==> src/rtl/mem_cache_controller_if.sv <==
// mem_cache_controller_if: bundles the MEM-stage request/response signals and
// the SRAM-controller request/response signals seen by the cache controller.
// The slave modport is the controller's view; master is the surrounding
// pipeline/SRAM side.
interface mem_cache_controller_if;
  logic        MEM_R_EN;
  logic        MEM_W_EN;
  logic [31:0] ALU_Res;
  logic [31:0] Val_Rm;
  logic [31:0] DATA;
  logic        ready;
  logic        sram_r_en;
  logic        sram_w_en;
  logic [31:0] sram_addr;
  logic [31:0] sram_wdata;
  logic [31:0] sram_rdata;
  logic        sram_ready;
  logic [15:0] hit_count;
  logic [15:0] miss_count;

  modport slave (
    input  MEM_R_EN, MEM_W_EN, ALU_Res, Val_Rm, sram_rdata, sram_ready,
    output DATA, ready, sram_r_en, sram_w_en, sram_addr, sram_wdata,
           hit_count, miss_count
  );

  modport master (
    output MEM_R_EN, MEM_W_EN, ALU_Res, Val_Rm, sram_rdata, sram_ready,
    input  DATA, ready, sram_r_en, sram_w_en, sram_addr, sram_wdata,
           hit_count, miss_count
  );
endinterface

==> src/rtl/mem_cache_controller.sv <==
// mem_cache_controller: direct-mapped, write-through, no-write-allocate cache
// between the MEM stage and the SRAM controller, one 32-bit word per line.
// Loads that hit complete in the request cycle; every store and every read
// miss goes to SRAM while ready is held low.
// Optional feature macro: CACHE_STATS_EN enables saturating hit/miss counters;
// when undefined the counters are tied to zero.
module mem_cache_controller #(
  parameter int          SET_BITS  = 6,
  parameter logic [31:0] BASE_ADDR = 32'd1024
) (
  input  logic                  clk,
  input  logic                  rst,
  mem_cache_controller_if.slave bus
);

  localparam int LINES = 1 << SET_BITS;
  localparam int TAG_W = 17 - SET_BITS;

  typedef enum logic [1:0] {
    IDLE    = 2'd0,
    RD_MISS = 2'd1,
    WR_THRU = 2'd2
  } state_t;

  state_t               state_r;
  state_t               state_nxt_s;
  logic [LINES-1:0]     valid_r;
  logic [TAG_W-1:0]     tag_r  [LINES];
  logic [31:0]          data_r [LINES];

  logic [31:0]          adr_s;
  logic [SET_BITS-1:0]  index_s;
  logic [TAG_W-1:0]     tag_s;
  logic                 hit_s;
  logic                 fill_s;
  logic                 upd_s;
  logic                 cnt_hit_s;
  logic                 cnt_miss_s;
  logic                 ready_s;
  logic [31:0]          data_s;
  logic                 unused_addr_bits_s;

  // The byte offset and the address bits above the tag do not take part in lookup.
  assign adr_s              = bus.ALU_Res - BASE_ADDR;
  assign index_s            = adr_s[SET_BITS+1:2];
  assign tag_s              = adr_s[18:SET_BITS+2];
  assign unused_addr_bits_s = ^{adr_s[31:19], adr_s[1:0]};
  assign hit_s              = valid_r[index_s] && (tag_r[index_s] == tag_s);

  assign bus.sram_addr  = bus.ALU_Res;
  assign bus.sram_wdata = bus.Val_Rm;
  assign bus.ready      = ready_s;
  assign bus.DATA       = data_s;
  // The SRAM enables decode straight from the state register, so they drop
  // the cycle after completion or after a reset.
  assign bus.sram_r_en  = (state_r == RD_MISS);
  assign bus.sram_w_en  = (state_r == WR_THRU);

  // State register; reset abandons any outstanding SRAM transaction.
  always_ff @(posedge clk) begin
    if (rst) begin
      state_r <= IDLE;
    end else begin
      state_r <= state_nxt_s;
    end
  end

  // Next-state, handshake and load-data decode.
  always_comb begin
    state_nxt_s = state_r;
    ready_s     = 1'b1;
    data_s      = 32'd0;
    fill_s      = 1'b0;
    upd_s       = 1'b0;
    cnt_hit_s   = 1'b0;
    cnt_miss_s  = 1'b0;
    case (state_r)
      IDLE: begin
        if (bus.MEM_W_EN) begin
          // Stores win over a simultaneous load; the load is dropped.
          ready_s     = 1'b0;
          state_nxt_s = WR_THRU;
        end else if (bus.MEM_R_EN) begin
          if (hit_s) begin
            data_s    = data_r[index_s];
            cnt_hit_s = 1'b1;
          end else begin
            ready_s     = 1'b0;
            cnt_miss_s  = 1'b1;
            state_nxt_s = RD_MISS;
          end
        end else begin
          ready_s = 1'b1;
        end
      end
      RD_MISS: begin
        if (bus.sram_ready) begin
          data_s      = bus.sram_rdata;
          fill_s      = 1'b1;
          state_nxt_s = IDLE;
        end else begin
          ready_s = 1'b0;
        end
      end
      WR_THRU: begin
        if (bus.sram_ready) begin
          upd_s       = hit_s;
          state_nxt_s = IDLE;
        end else begin
          ready_s = 1'b0;
        end
      end
      default: begin
        state_nxt_s = IDLE;
      end
    endcase
  end

  // Valid bits: cleared on reset, set when a read miss fills its line.
  always_ff @(posedge clk) begin
    if (rst) begin
      valid_r <= '0;
    end else if (fill_s) begin
      valid_r[index_s] <= 1'b1;
    end else begin
      valid_r <= valid_r;
    end
  end

  // Tag/data storage: fill on read-miss completion, refresh data on a write hit.
  always_ff @(posedge clk) begin
    if (!rst) begin
      if (fill_s) begin
        tag_r[index_s]  <= tag_s;
        data_r[index_s] <= bus.sram_rdata;
      end else if (upd_s) begin
        data_r[index_s] <= bus.Val_Rm;
      end
    end
  end

`ifdef CACHE_STATS_EN
  logic [15:0] hit_cnt_r;
  logic [15:0] miss_cnt_r;

  // Saturating read hit/miss counters, bumped once per load at IDLE decode.
  always_ff @(posedge clk) begin
    if (rst) begin
      hit_cnt_r  <= 16'd0;
      miss_cnt_r <= 16'd0;
    end else begin
      if (cnt_hit_s && (hit_cnt_r != 16'hFFFF)) begin
        hit_cnt_r <= hit_cnt_r + 16'd1;
      end
      if (cnt_miss_s && (miss_cnt_r != 16'hFFFF)) begin
        miss_cnt_r <= miss_cnt_r + 16'd1;
      end
    end
  end

  assign bus.hit_count  = hit_cnt_r;
  assign bus.miss_count = miss_cnt_r;
`else
  logic unused_stats_s;
  assign unused_stats_s = cnt_hit_s ^ cnt_miss_s;
  assign bus.hit_count  = 16'd0;
  assign bus.miss_count = 16'd0;
`endif

endmodule

==> src/flat_wrapper.sv <==
// flat-port wrapper written by rule: the top's interface ports become plain ports
module mem_cache_controller_flat 
#(
  parameter int          SET_BITS  = 6,
  parameter logic [31:0] BASE_ADDR = 32'd1024
)
  (clk, rst, bus_MEM_R_EN, bus_MEM_W_EN, bus_ALU_Res, bus_Val_Rm, bus_sram_rdata, bus_sram_ready, bus_DATA, bus_ready, bus_sram_r_en, bus_sram_w_en, bus_sram_addr, bus_sram_wdata, bus_hit_count, bus_miss_count);
  mem_cache_controller_if bus_i ();
  input  logic clk;
  input  logic rst;
  input wire logic [$bits(bus_i.MEM_R_EN)-1:0] bus_MEM_R_EN;
  input wire logic [$bits(bus_i.MEM_W_EN)-1:0] bus_MEM_W_EN;
  input wire logic [$bits(bus_i.ALU_Res)-1:0] bus_ALU_Res;
  input wire logic [$bits(bus_i.Val_Rm)-1:0] bus_Val_Rm;
  input wire logic [$bits(bus_i.sram_rdata)-1:0] bus_sram_rdata;
  input wire logic [$bits(bus_i.sram_ready)-1:0] bus_sram_ready;
  output wire logic [$bits(bus_i.DATA)-1:0] bus_DATA;
  output wire logic [$bits(bus_i.ready)-1:0] bus_ready;
  output wire logic [$bits(bus_i.sram_r_en)-1:0] bus_sram_r_en;
  output wire logic [$bits(bus_i.sram_w_en)-1:0] bus_sram_w_en;
  output wire logic [$bits(bus_i.sram_addr)-1:0] bus_sram_addr;
  output wire logic [$bits(bus_i.sram_wdata)-1:0] bus_sram_wdata;
  output wire logic [$bits(bus_i.hit_count)-1:0] bus_hit_count;
  output wire logic [$bits(bus_i.miss_count)-1:0] bus_miss_count;
  assign bus_i.MEM_R_EN = bus_MEM_R_EN;
  assign bus_i.MEM_W_EN = bus_MEM_W_EN;
  assign bus_i.ALU_Res = bus_ALU_Res;
  assign bus_i.Val_Rm = bus_Val_Rm;
  assign bus_i.sram_rdata = bus_sram_rdata;
  assign bus_i.sram_ready = bus_sram_ready;
  assign bus_DATA = bus_i.DATA;
  assign bus_ready = bus_i.ready;
  assign bus_sram_r_en = bus_i.sram_r_en;
  assign bus_sram_w_en = bus_i.sram_w_en;
  assign bus_sram_addr = bus_i.sram_addr;
  assign bus_sram_wdata = bus_i.sram_wdata;
  assign bus_hit_count = bus_i.hit_count;
  assign bus_miss_count = bus_i.miss_count;
  mem_cache_controller #(.SET_BITS(SET_BITS), .BASE_ADDR(BASE_ADDR)) u_core (.clk(clk), .rst(rst), .bus(bus_i));
endmodule
==> config.mk <==
export PLATFORM = sky130hd
export DESIGN_NAME = mem_cache_controller_flat
export DESIGN_NICKNAME = d
export VERILOG_FILES = /design/src/rtl/mem_cache_controller_if.sv /design/src/rtl/mem_cache_controller.sv /design/src/flat_wrapper.sv
export SDC_FILE = /design/constraint.sdc
export NUM_CORES = 2
export LEC_CHECK = 0
export ABC_AREA = 1
export CORE_MARGIN = 10
export CORE_UTILIZATION = 35
export DETAILED_ROUTE_END_ITERATION = 10
export GPL_TIMING_DRIVEN = 0
export PLACE_DENSITY = 0.53
export SYNTH_ARGS = -nofsm -noshare
export SYNTH_HDL_FRONTEND = slang
export SYNTH_SLANG_ARGS = --single-unit
export TNS_END_PERCENT = 10
==> constraint.sdc <==
create_clock -name clk -period 12 [get_ports clk]
set_input_delay 2.4 -clock clk [delete_from_list [all_inputs] [get_ports clk]]
set_output_delay 2.4 -clock clk [all_outputs]
set_load 0.01 [all_outputs]
Word level (Yosys, flattened, before mapping):

Memory sizes are Yosys's and may differ from the RTL's.
Index checks and enable logic that the tools add are counted.

* flip-flop bits (word level): 66
* bits in writable memories: 2752
* bits of input ports: 101
* output and inout bits: 131
* memories: 2

* add/sub/neg operators: 1
* order comparisons: 2
* equal/unequal tests: 6
* muxes and demuxes: 30
* bitwise logic cells: 2
* reductions and logical operators: 5

Memories
* u_core.data_r: depth 64, bits a word 32, read ports 1, clocked after memory_dff 0, wr ports 1, RTL line mem_cache_controller.sv:29 `logic [31:0] data_r [LINES];`
* u_core.tag_r: depth 64, bits a word 11, read ports 1, clocked after memory_dff 0, wr ports 1, RTL line mem_cache_controller.sv:28 `logic [TAG_W-1:0] tag_r [LINES];`

Operator list (count)
* two-way mux 32 bit: 5
* OR 64 bit: 1
* one-hot mux 32 bit (2 select lines): 1
* subtractor 19 x 11 -> 19 bit (second input constant): 1
* two-way mux 1 bit: 16
* == test 11 bit: 1
* two-way mux 2 bit: 4
* less-than comparator 6 x 7 -> 1 bit (second input constant): 1
* binary-select mux 1 bit (select 6 bit): 1
* demux 1 bit (select 6 bit): 1
* greater-or-equal comparator 6 x 1 -> 1 bit (second input constant): 1
* inequality test 3 bit (second input constant): 2
* one-hot mux 2 bit (2 select lines): 1
* AND reduction 3 bit: 1
* == test 2 x 1 -> 1 bit (second input constant): 1
* == test 2 bit (second input constant): 1
* logical AND 1 bit: 2
* logical NOT 2 bit: 1
* inequality test 2 x 1 -> 1 bit (second input constant): 1
* one-hot mux 1 bit (2 select lines): 1
* OR reduction 2 bit: 1
* OR 1 bit: 1

Depth between registers and ports, before layout:

* depth in word-level cells: 11
* gate-level depth with buffers: 25
* mapped depth without buffers: 22

Worst setup path before layout:

OpenSTA, ideal clock, no wires.

* path kind: input to output
* start: input port bus_ALU_Res[10]
* end: output port bus_DATA[0]
* data arrival time: 6.771 ns
* path slack: 2.829 ns
* stages on the path: 14
* buffers on the path: 1
* cells stage by stage: inv_1 ha_1 nand4_1 nor3_1 xor2_1 inv_1 nand2_1 nand2_1 nor2_1 nand2_1 nor2_1 nand2_1 buf_2 o31ai_1

* word-level cells in the longest chain between the ends: 7

Ends and longest elaborated chain
* from (decl): RTL line flat_wrapper.sv:13 `input wire logic [$bits(bus_i.ALU_Res)-1:0] bus_ALU_Res;`
* subtractor 19 x 11 -> 19 bit: RTL line mem_cache_controller.sv:44 `assign adr_s = bus.ALU_Res - BASE_ADDR;`
* net u_core.adr_s[18]: RTL line mem_cache_controller.sv:31 `logic [31:0] adr_s;`
* == test 11 bit: RTL line mem_cache_controller.sv:48 `assign hit_s = valid_r[index_s] && (tag_r[index_s] == tag_s);`
* logical AND 1 bit: RTL line mem_cache_controller.sv:48
* two-way mux 32 bit: RTL line mem_cache_controller.sv:84 `if (hit_s) begin`
* two-way mux 32 bit: RTL line mem_cache_controller.sv:83 `end else if (bus.MEM_R_EN) begin`
* two-way mux 32 bit: RTL line mem_cache_controller.sv:79 `if (bus.MEM_W_EN) begin`
* one-hot mux 32 bit (2 select lines): RTL line mem_cache_controller.sv:77 `case (state_r)`
* to (decl): RTL line flat_wrapper.sv:17 `output wire logic [$bits(bus_i.DATA)-1:0] bus_DATA;`

The timed path passes the listed nets, and every way through them passes these cells.

Worst setup path after layout:

* start: input port bus_ALU_Res[3]
* end: output port bus_DATA[5]

* word-level cells in the longest chain between the ends: 8
* elaborated cells on any way between the ends: 11
* classes of those cells: add/sub: 1; eq/ne: 1; mux: 6; reduce/logical: 1; memory: 2

Ends and longest elaborated chain (RTL line)
* subtractor 19 x 11 -> 19 bit *: mem_cache_controller.sv:44
* memory (64 x 11 bit) or binary-select mux 1 bit (select 6 bit) (tied branches)
* == test 11 bit or two-way mux 1 bit (tied branches): mem_cache_controller.sv:48
* logical AND 1 bit: mem_cache_controller.sv:48
* two-way mux 32 bit *: mem_cache_controller.sv:84
* two-way mux 32 bit *: mem_cache_controller.sv:83
* two-way mux 32 bit *: mem_cache_controller.sv:79
* one-hot mux 32 bit (2 select lines) *: mem_cache_controller.sv:77

Mark *: on every way between the ends. The rest lies on a longest branch, timed or not. The select of a mux whose other input is x is not followed.

==> impl_metrics.csv <==
group,metric,value,unit
worst_setup_path,cp_common_cell,"nand2_1",
sta,fmax,81.4,MHz
sta,setup_viol,5,
min_path,hp-start,"u_core.valid_r[40]$_SDFFE_PP0P_",
drt,viasPerCell,5.92,
sta,final-hold-violation-count,0,
floorplanning,start_util,35.1,%
logic_synthesis,synth-edff-count,2752,
logic_synthesis,synthArstFlopShare,0,%
cells_and_area,final_common_cell,"edfxtp_1",
power,pwr-share-comb,6.2,%
cells_and_area,final_cell_mix,"2,752 x edfxtp_1, 1,241 x nand2_1, 893 x o22ai_1, 360 x inv_1, 319 x nor2_1",
cells_and_area,fill_cells,27600,
worst_setup_path,path_delay_family,"buffers and inverters",
drt,first_iter_violations,13800,
cts,clk_pin_slew,60,ps
worst_setup_path,path_buf_inv,6,
logic_synthesis,ys_ff_latch,2818,
job,maxCapViolations,6,
grt,grt_usage,26.6,%
sta,fin_ws,-283,ps
worst_setup_path,slowest_delay,1210,ps
power,p_per_area,165,mW/mm^2
floorplanning,die_h,574,um
sta,tns,-647,ps
worst_setup_path,r2r_start,"u_core.tag_r[10][5]$_DFFE_PP_",
floorplanning,fp.coreArea,0.306,mm^2
cts,cts.path.max_buffers,4,
cells_and_area,nNetsFinal,8305,
logic_synthesis,ys_types,39,
place,port_buffers,181,
sta,period_share,102,%
drt,num_vias,74400,
floorplanning,rows,203,
status,violations,"max-capacitance violations, max-slew violations, negative setup slack",
logic_synthesis,synthDominantCellAreaShare,76.9,%
logic_synthesis,synth_top_family_by_area,"compound AO/OA/AOI/OAI gates",
power,clkPwrFrac,43.1,%
logic_synthesis,syn_inst,7468,
cts,cts_buffers,306,
worst_setup_path,cp_max_fo,10,
worst_setup_path,path_cells,"clkdlybuf4s50_1 -> nand2_2 -> inv_2 -> nand2_1 -> buf_2 -> clkbuf_1 -> clkbuf_1 -> o21ai_0 -> nand2_1 -> nand2_1 -> nor2_1 -> nand3_1 -> o31ai_1 -> clkdlybuf4s50_1",
logic_synthesis,yosys.area.top_type,"edfxtp_1",
grt,grt_pass1_vias,68900,
logic_synthesis,yosys.area_share.adder,0.0582,%
power,peakVddDrop,0.000113,V
worst_setup_path,startpoint_type,"input pin",
grt,grt-ovfl-total,0,
sta,rsz0062_at_grt,"false",
sta,fin_skew,105,ps
drt,drt-pass1-iter-count,8,
power,switching_share,23.8,%
logic_synthesis,synthSimpleGateAreaFrac,8.04,%
sta,finalMaxSlewViolations,66,
place,dp_hpwl,309,mm
worst_setup_path,startpoint,"bus_ALU_Res[3]",
sta,min_period,12280,ps
logic_synthesis,synthesis.area,0.107,mm^2
grt,grt_max_degree,53,
drt,drc,0,
logic_synthesis,syn_area_per_cell,14.4,um^2
cells_and_area,area_growth,20.6,%
logic_synthesis,ys_seq_area_share,78.1,%
logic_synthesis,synth-xor-area-share,0.0489,%
cells_and_area,layout-drive-gt1-share,15.6,%
floorplanning,die_w,574,um
worst_setup_path,cp-end-kind,"primary output",
worst_setup_path,required,9600,ps
floorplanning,die_area,0.330,mm^2
cts,cts_tree,"yes",
min_path,worstHoldPathType,"flop to flop",
cts,hold_buffers,0,
sta,hold_slack,457,ps
drt,wl,461,mm
drt,wl_per_cell,36.7,um
logic_synthesis,synth_compound_area_share,9.76,%
power,cellLeakagePower,43.2,nW
power,seq_power_share,50.6,%
worst_setup_path,critPathSlowestCell,"clkbuf_1",
sta,slew_headroom,-7.25,%
logic_synthesis,synthFlopType,"edfxtp_1",
sta,worst_slew_pin_slew,1610,ps
grt,grt_pass1_wl,608,mm
logic_synthesis,yosysWarningCount,0,
worst_setup_path,critical_path_class,"input pin to primary output",
logic_synthesis,synth.area.top_cells,"edfxtp_1 77%, o22ai_1 5.2%, nand2_1 4.3%",
cts,cts_root_buffer,"clkbuf_16",
power,netSwitchingPower,5.07,mW
place,gp_congestion,0.921,
power,p_int,16.3,mW
drt,antenna_left,0,
worst_setup_path,worst_ep_arrival_time,9880,ps
status,status,"complete, but fails checks",
cts,cts_num_sinks,2818,
cts,htree_levels,5,
cts,clock_latency,970,ps
floorplanning,io-pin-count,232,
grt,antenna_found_initial,31,
logic_synthesis,synth_mux_area_share,0,%
-- Yosys cell counts (2+ instances only) --
library cell  count
o21bai_1          2
inv_1           364
nor2_1          447
o22ai_1         893
xor2_1            5
nand3_1         193
nand4_1           6
dfxtp_1          66
buf_4           140
nand2_2           2
nor4_1           15
a21oi_1          50
edfxtp_1       2752
o221ai_1         44
nor2_2            4
or2_1             3
ha_1              5
or2_0            18
buf_1            25
nor3_1           22
nand2_1        1242
o211ai_1         19
inv_2             8
o22a_1           16
o31ai_1          44
clkbuf_1        155
o41ai_1         216
o21ai_1          52
o21ai_0         298
buf_6            10
buf_2           203
or2_2           138
nand3b_1          5
-- flip-flops by register name, indices dropped and copies added, names as in the netlist --
name,cells
u_core.tag_r,704
u_core.data_r,2048
u_core.state_r,2
u_core.valid_r,64
-- metal layers --
metal | wire [um] | share of wire [%] | track usage, %
met5 | 279 | 0.061 | 0
met4 | 29400 | 6.4 | 14.0
met3 | 62400 | 14 | 7.92
met2 | 201000 | 44 | 40.1
met1 | 168000 | 36 | 34.7
-- worst register-to-register path, stage by stage (launching register included) --
cell      delay, ps
edfxtp_1        370
nor2_1          130
nor2_1           70
o21ai_0          70
nand2_1          70
o21ai_0         600
nand2_1         130
nor2_1          120
nand2_1          80
nand2_1          60
nand2_1          40
nor2_1          110
nand2_1          60
nor2_1          650
nand4_1         800
nand2_1         280
inv_2           190
buf_2           350
nor2_4          870
buf_12          290
-- cell type report --
| cell class | instances | area [um^2] | share of cell area (%) |
|---|---|---|---|
| well taps | 4100 | 5130 | 3.96 |
| repair buffers | 393 | 6210 | 4.79 |
| diodes | 14 | 35.0 | 0.0270 |
| plain buffers | 533 | 2870 | 2.21 |
| clock inverters | 164 | 1460 | 1.13 |
| multi-input cells | 3774 | 20500 | 15.8 |
| clock buffers | 385 | 8040 | 6.20 |
| flip-flops and latches | 2818 | 84000 | 64.8 |
| inverters | 373 | 1400 | 1.08 |
-- repair_timing --
| item | 4_1_cts | 5_1_grt |
|---|---|---|
| setup buffers | 0 | 0 |
| pin swaps | 0 | 0 |
| setup endpoints to repair | 1 | 1 |
| gates resized for setup | 1 | 0 |
-- power by group through the flow --
stage	Sequential (mW)	Combinational [mW]	Clock [mW]
finish	10.8	1.33	9.21
detailed placement	11.0	1.28	0
global placement	11.1	1.17	0
floorplan	11.0	0.520	0
global route	10.8	1.35	9.58
CTS	10.8	1.28	9.18
-- cells by family (layout without fill, tap and decap cells) --
| kind of cell | count (synthesis) | count (layout) |
|---|---|---|
| DFF | 2818 | 2818 |
| adders and majority gates | 5 | 5 |
| AOI/OAI and AO/OA | 1634 | 1634 |
| xor gates and xnor gates | 6 | 6 |
| and+or+nand+nor | 2097 | 2097 |
| other | 1 | 46 |
| buffers and inverters | 907 | 1848 |
-- path summary, 6_finish.rpt --
path | end | slack (ps) | cells past startpoint
max | bus_DATA[5] | -280 | 14
min | u_core.valid_r[40]$_SDFFE_PP0P_ | 460 | 2
max reg2reg | u_core.data_r[54][19]$_DFFE_PP_ | 6210 | 19
min reg2reg | u_core.valid_r[40]$_SDFFE_PP0P_ | 460 | 2
-- per-stage QoR --
| stage | total power, mW | cell area (um^2) | cells | utilization [%] | setup slack [ps] |
|---|---|---|---|---|---|
| 4_1_cts | 21.3 | 130000 | 12500 | 42.4 | 50.0 |
| 2_1_floorplan | 11.6 | 108000 | 7499 | - | 2830 |
| 6_report | 21.4 | 130000 | 12600 | 42.4 | -283 |
| 3_3_place_gp | 12.2 | 115000 | 11800 | 37.5 | -4840 |
| 3_5_place_dp | 12.3 | 120000 | 12000 | 39.3 | -353 |
| 5_1_grt | 21.7 | 130000 | 12500 | 42.4 | 13.8 |
Power figures use the tool's default switching activity.
